File: src/rtl/cdc_multi_sync.sv
// cdc_multi_sync: per-channel multi-flop synchronizer with optional debounce
// filter, registered edge/toggle pulses and a clearable sticky event flag.
// Every channel is fully independent; nothing combines channels before sync_q.
`timescale 1ns/1ps

module cdc_multi_sync #(
  parameter int               WIDTH    = 4,
  parameter int               STAGES   = 2,
  parameter int               FILT_CNT = 0,
  parameter int               MODE     = 0,
  parameter logic [WIDTH-1:0] RST_VAL  = '0
) (
  input  logic             clk,
  input  logic             rst_n,
  input  logic [WIDTH-1:0] async_in,
  input  logic [WIDTH-1:0] evt_clr,
  output logic [WIDTH-1:0] level_out,
  output logic [WIDTH-1:0] rise_pulse,
  output logic [WIDTH-1:0] fall_pulse,
  output logic [WIDTH-1:0] evt_sticky
);

  logic [WIDTH-1:0] sync_ff [STAGES];
  logic [WIDTH-1:0] sync_q;
  logic [WIDTH-1:0] level_p1;

  // Synchronizer chain: stage 0 samples the raw asynchronous input directly
  always_ff @(posedge clk or negedge rst_n) begin
    if (!rst_n) begin
      for (int s = 0; s < STAGES; s++) sync_ff[s] <= RST_VAL;
    end else begin
      sync_ff[0] <= async_in;
      for (int s = 1; s < STAGES; s++) sync_ff[s] <= sync_ff[s-1];
    end
  end

  assign sync_q = sync_ff[STAGES-1];

  if (FILT_CNT == 0) begin : g_bypass
    // No debounce: level follows the synchronized value one cycle later
    always_ff @(posedge clk or negedge rst_n) begin
      if (!rst_n) level_out <= RST_VAL;
      else        level_out <= sync_q;
    end
  end else begin : g_filt
    localparam int            CW       = $clog2(FILT_CNT + 1);
    localparam logic [CW-1:0] CNT_LAST = CW'(FILT_CNT - 1);

    logic [CW-1:0] cnt [WIDTH];

    // Debounce: level only moves after FILT_CNT consecutive differing samples;
    // the counter tops out at CNT_LAST and clears, so it can never wrap
    always_ff @(posedge clk or negedge rst_n) begin
      if (!rst_n) begin
        level_out <= RST_VAL;
        for (int i = 0; i < WIDTH; i++) cnt[i] <= '0;
      end else begin
        for (int i = 0; i < WIDTH; i++) begin
          if (sync_q[i] == level_out[i]) begin
            cnt[i] <= '0;
          end else if (cnt[i] == CNT_LAST) begin
            level_out[i] <= sync_q[i];
            cnt[i]       <= '0;
          end else begin
            cnt[i] <= cnt[i] + 1'b1;
          end
        end
      end
    end
  end

  // Previous level, reset to RST_VAL so release never fakes an edge
  always_ff @(posedge clk or negedge rst_n) begin
    if (!rst_n) level_p1 <= RST_VAL;
    else        level_p1 <= level_out;
  end

  if (MODE == 0) begin : g_level
    // Level mode: separate registered rise and fall pulses
    always_ff @(posedge clk or negedge rst_n) begin
      if (!rst_n) begin
        rise_pulse <= '0;
        fall_pulse <= '0;
      end else begin
        rise_pulse <= level_out & ~level_p1;
        fall_pulse <= ~level_out & level_p1;
      end
    end
  end else begin : g_toggle
    // Toggle mode: one registered pulse per change in either direction
    always_ff @(posedge clk or negedge rst_n) begin
      if (!rst_n) rise_pulse <= '0;
      else        rise_pulse <= level_out ^ level_p1;
    end
    assign fall_pulse = '0;
  end

  // Sticky flag: any pulse sets it, evt_clr clears it, set wins a tie
  always_ff @(posedge clk or negedge rst_n) begin
    if (!rst_n) evt_sticky <= '0;
    else        evt_sticky <= (evt_sticky & ~evt_clr) | rise_pulse | fall_pulse;
  end

endmodule
File: config.mk
export PLATFORM = sky130hd
export DESIGN_NAME = cdc_multi_sync
export DESIGN_NICKNAME = d
export VERILOG_FILES = /design/src/rtl/cdc_multi_sync.sv
export SDC_FILE = /design/constraint.sdc
export NUM_CORES = 1
export LEC_CHECK = 0
export BUFFER_PORTS_ARGS = -buffer_cell sky130_fd_sc_hd__buf_2
export CORE_MARGIN = 1.5
export CORE_UTILIZATION = 54
export CTS_BUF_LIST = sky130_fd_sc_hd__clkbuf_8
export DETAILED_ROUTE_END_ITERATION = 12
export PLACE_DENSITY = 0.84
export SLEW_MARGIN = 30
export SYNTH_ARGS = -nofsm -noshare
export SYNTH_HDL_FRONTEND = slang
export SYNTH_SLANG_ARGS = --single-unit
File: constraint.sdc
create_clock -name clk -period 1.28 [get_ports clk]
set_clock_uncertainty 0.15 [all_clocks]
set_input_delay 0.256 -clock clk [delete_from_list [all_inputs] [get_ports clk]]
set_output_delay 0.256 -clock clk [all_outputs]
set_load 0.005 [all_outputs]
==> results of run 1 <==
sequential cells by signal, summed over array words and instances (netlist names):
| register | flops |
|---|---|
| evt_sticky | 4 |
| fall_pulse | 4 |
| level_out | 4 |
| level_p1 | 4 |
| rise_pulse | 4 |
| sync_ff | 4 |
| sync_q | 4 |
cells in the final DEF (no fill, tap or decap):
master and n:
buf_2 25, o21ai_1 4, inv_1 4, dlygate4sd3_1 7, nor2_1 4, and2b_2 8
dfrtp_1 28, clkbuf_8 3
final cells by class:
| cell class | instances | area, sq um |
|---|---|---|
| Fill cell | 83 | 290 |
| Timing Repair Buffer | 32 | 195 |
| Multi-Input combinational cell | 16 | 105 |
| Tap cell | 15 | 18.8 |
| Inverter | 4 | 15.0 |
| Sequential cell | 28 | 701 |
| Clock buffer | 3 | 41.3 |
cells by family after synthesis:
| group | after synthesis | share of synthesized area (%) |
|---|---|---|
| flops | 28 | 85.4 |
| buf+inv | 4 | 1.83 |
| compound gates | 4 | 2.44 |
| simple gates | 12 | 10.4 |
layer usage:
| metal | track usage [%] | vias to the layer above | share of wire (%) |
|---|---|---|---|
| met4 | 7.74 | 0 | 0 |
| met1 | 20.3 | 235 | 42 |
| met2 | 26.6 | 19 | 51 |
| met5 | 0 | - | 0 |
| li1 | - | 214 | - |
| met3 | 2.59 | 0 | 7.0 |
metrics by stage:
| step | setup slack, ps | cells |
|---|---|---|
| final | 67.3 | 98 |
| after global routing | 23.7 | 98 |
| after CTS | 63.2 | 98 |
| after detailed placement | 359 | 88 |
| after floorplan | 442 | 48 |
| after global placement | 377 | 88 |
power by group through the flow:
stage | logic [W] | registers [W] | clock network (W)
6_report | 0.000108 | 0.000956 | 0.000435
5_1_grt | 0.000124 | 0.000966 | 0.000485
4_1_cts | 0.000111 | 0.000957 | 0.000454
3_5_place_dp | 0.0000944 | 0.000975 | 0
3_3_place_gp | 0.0000920 | 0.000971 | 0
2_1_floorplan | 0.0000261 | 0.000976 | 0
how the worst min path moves through the flow:
stage | slack [ps] | endpoint
after floorplan | -190 | evt_sticky[0]$_DFF_PN0_
after global placement | 130 | evt_sticky[2]$_DFF_PN0_
after detailed placement | 140 | evt_sticky[2]$_DFF_PN0_
after CTS | 0.8 | evt_sticky[2]$_DFF_PN0_
after global routing | 5 | evt_sticky[2]$_DFF_PN0_
final | 7 | evt_sticky[2]$_DFF_PN0_
timing repair:
item	4_1_cts	5_1_grt
endpoints found under the setup margin	0	0
hold buffers	7	0
setup buffers	0	0
endpoints found under the hold margin	34	0
==> impl_metrics.ini, run 1 <==
[sta]
setup_viol = 0
hold_ws_ps = 6.86
setup_tns_ps = 0
finalCritPeriodShare_pct = 94.7
slew_headroom_pct = 61.9
worst_pin_slew_ps = 571
slew_viol_final = 0
finalCriticalPeriod_ps = 1210
max_freq_mhz = 825
rsz0062_at_grt = no
final_hold_viol_count = 0

[route]
ant_nets = 0
drt_wl_total_mm = 1.07
vias = 468
drc = 0
via_per_inst = 4.78
wl_per_cell_um = 11.0
drtIter0Drc = 0
drtPass1Iterations = 1

[layout]
nNetsFinal = 95
finish.utilization_pct = 78.8
diodes = 0
postLayoutCellArea_sq_um = 1080
layout-drive-gt1-share_pct = 43.4
syn_to_final_growth_pct = 31.1

[critical_path]
path_depth = 1
critPathTopFamily = flip-flops
crit_slowest_cell = dfrtp_1
path_class = flop to primary output
path_buf_inv = 1
critical_path_arrival_ps = 810
r2r-end = fall_pulse[2]$_DFF_PN0_
start_kind = flop
crit_end = level_out[2]
cp-startpoint = level_out[2]$_DFF_PN0_
crit_chain = buf_2
worst-endpoint-required_ps = 870
path_max_fanout = 4
r2r_setup_slack_ps = 400
crit_path_end_kind = primary output
cp_slowest_stage_delay_ps = 410
reg2reg_depth = 1
r2r_start = level_out[2]$_DFF_PN0_

[placement]
placed_area_sq_um = 965
hpwl_um = 701
gp_congestion = 0.597
port_buffers = 25

[grt]
overflow = 0
antenna_found_initial = 0
grt_start_max_net_pins = 29
first_global_vias = 470
track_usage_pct = 15.9
grt_pass1_wl_mm = 2.04

[power_and_ir_drop]
internal_power_w = 0.00121
power_w = 0.00150
ir_drop_mv = 0.940
power.switching_w = 0.000293
powerDensity_nw_per_um2 = 1390
p_sw_share_pct = 19.5
comb_power_share_pct = 7.2
leakagePower_nw = 0.565
seq_power_share_pct = 63.8
clkPwrFrac_pct = 29.0

[synthesis]
synth_async_sr_flop_share_pct = 100
yosys.area.top_type = dfrtp_1
yosysSeqAreaShare_pct = 85.4
synth_edf_count = 0
ys_ff_latch = 28
synthCells = 48
synth_top_area_share_pct = 85.4
synth_area_leaders = dfrtp_1, and2b_2, o21ai_1
netlist_area_sq_um = 821
synth_cell_types = 5
yosysWarnings = 0
synth_most_common_cell = dfrtp_1
synth_common_cells = dfrtp_1, and2b_2, inv_1, nor2_1, o21ai_1
syn_area_per_cell_sq_um = 17.1
synth_nets = 58
synthFlopType = dfrtp_1

[clocking]
clock-root-buffer = clkbuf_8
numCtsBuffers = 3
cts_buffer_depth = 2
clkSinkCount = 28
insertion_delay_ps = 260
cts_resized = 0
tritoncts = done
cts.clk_slew.worst_paths_ps = 80
cts_max_level = 1

[floorplanning]
rows = 13
die_h_um = 42.0
fp.coreArea_sq_um = 1370
start_util_pct = 60.1
pin_count = 26
die_w_um = 42.0
die_area_sq_um = 1760

[run_status]
status = finished clean

[hold_path]
holdPathStages = 2
min_from = evt_clr[2]
worstHoldPathType = primary input to flop

[job]
maxCapViolations = 0
No activity file was read; power rests on OpenSTA's default activity.
==> run 2, diff against run 1 <==
- CORE_UTILIZATION: 54 -> 45
- PLACE_DENSITY: 0.84 -> 0.75
- clock period: 1.28 -> 1 ns (I/O delays scaled with it)
==> run 2 against run 1 <==
- the flow now finishes with violations (setup timing)
- sequential power up 28%
- non-clock buffer count up 16
- clock-buffer cell count unchanged
- global-route usage down 1.7 points
- largest cell class unchanged
==> impl_metrics.ini, run 2 (synthesis results as in run 1) <==
[run_status]
status = finished, violations left
violations = setup timing

[sta]
max_freq_mhz = 857
setup_slack_ps = -167
finalCritPeriodShare_pct = 117
finalCriticalPeriod_ps = 1170
worst_pin_slew_ps = 149
setup_viol = 24
rsz0062_at_grt = yes
setup_tns_ps = -2560
slew_headroom_pct = 90.0
final_hold_viol_count = 0
slew_viol_final = 0

[power_and_ir_drop]
powerDensity_nw_per_um2 = 1810
leakagePower_nw = 0.665
ir_drop_mv = 1.25

[placement]
port_buffers = 25
dp_cells = 99
gp_congestion = 0.589
hpwl_um = 722

[critical_path]
critical_path_arrival_ps = 820
start_kind = flop
path_depth = 1
path_buf_inv = 1
r2r_setup_slack_ps = -80
crit_slowest_cell = dfrtp_1
worst-endpoint-required_ps = 650
cp_slowest_stage_delay_ps = 410
path_class = flop to primary output
crit_path_end_kind = primary output
critPathTopFamily = flip-flops
reg2reg_depth = 3
crit_chain = buf_2
path_max_fanout = 2

[grt]
track_usage_pct = 14.2
grt_start_max_net_pins = 29
antenna_found_initial = 0
grt_pass1_wl_mm = 1.99
overflow = 0
first_global_vias = 512

[route]
drtPass1Iterations = 2
ant_nets = 0
drc = 0
wl_per_cell_um = 12.7
drtIter0Drc = 1
drt_wl_total_mm = 1.58
vias = 538
via_per_inst = 4.30

[floorplanning]
die_area_sq_um = 2090
die_w_um = 45.7
start_util_pct = 47.5
fp.coreArea_sq_um = 1730
rows = 15
pin_count = 26
die_h_um = 45.7

[clocking]
cts.clk_slew.worst_paths_ps = 90
clkSinkCount = 28
insertion_delay_ps = 270
cts_max_level = 1
clock-root-buffer = clkbuf_8
cts_buffer_depth = 2
numCtsBuffers = 3
tritoncts = done

[layout]
layout-drive-gt1-share_pct = 53.0
syn_to_final_growth_pct = 55.0
stdcell_count = 125
final_common_cell = dfrtp_1
diodes = 0
n_fill_cell = 106
nNetsFinal = 111
layout_common_cells = dfrtp_1, buf_2, buf_4, dlygate4sd3_1, and2b_2

[job]
maxCapViolations = 0

[hold_path]
worstHoldPathType = flop to flop
holdPathStages = 0
run 2: changes by cell type in the layout (fill, tap and decap cells not counted):
cell	before	now
dlygate4sd3_1	7	9
nor2_2	0	2
bufinv_16	0	1
buf_4	0	10
buf_6	0	3
buf_12	0	1
nor2_1	4	2
run 2: final cells by class:
class | instances | area [sq um] | share of cell area, %
clock buffers | 3 | 41.3 | 3.24
clock inverters | 1 | 30.0 | 2.36
inverters | 4 | 15.0 | 1.18
multi-input cells | 16 | 110 | 8.65
flip-flops and latches | 28 | 701 | 55.1
well taps | 25 | 31.3 | 2.46
repair buffers | 48 | 344 | 27.0
run 2: metrics by stage:
stage / util [%] / worst slack (ps) / total power [W] / hold slack, ps / area (sq um)
2_1_floorplan: - / 162 / 0.00128 / -246 / 821
3_3_place_gp: 57.8 / 151 / 0.00137 / 3.90 / 997
3_5_place_dp: 57.8 / 131 / 0.00138 / 7.61 / 997
4_1_cts: 70.1 / -145 / 0.00229 / 206 / 1210
5_1_grt: 73.7 / -193 / 0.00240 / 213 / 1270
6_report: 73.7 / -167 / 0.00230 / 204 / 1270
run 2: layer usage:
| layer | GRT usage (%) | wire length (um) |
|---|---|---|
| met1 | 12.9 | 629 |
| met2 | 26.5 | 830 |
| met3 | 7.14 | 113 |
| met4 | 5.14 | 11 |
| met5 | 0 | 0 |
run 2: path summary, 6_finish.rpt:
path,endpoint,startpoint
worst min-delay path,sync_q[1]$_DFF_PN0_,sync_ff[5]$_DFF_PN0_
worst max-delay path,rise_pulse[3],rise_pulse[3]$_DFF_PN0_
worst min register to register,sync_q[1]$_DFF_PN0_,sync_ff[5]$_DFF_PN0_
worst max register to register,rise_pulse[3]$_DFF_PN0_,level_out[3]$_DFF_PN0_
max in group asynchronous,level_p1[2]$_DFF_PN0_,rst_n
min in group asynchronous,evt_sticky[0]$_DFF_PN0_,rst_n
run 2: power breakdown:
group          total [W]  internal [W]  switching, W
Sequential       0.00122       0.00120     0.0000289
Clock           0.000862      0.000535      0.000326
Combinational   0.000215      0.000131     0.0000839
run 2: timing repair:
item,CTS,global route
endpoints found under the setup margin,16,16
hold buffers,9,0
buffers inserted,7,6
endpoints found under the hold margin,36,0
resized for setup,0,5
pin swaps,0,1
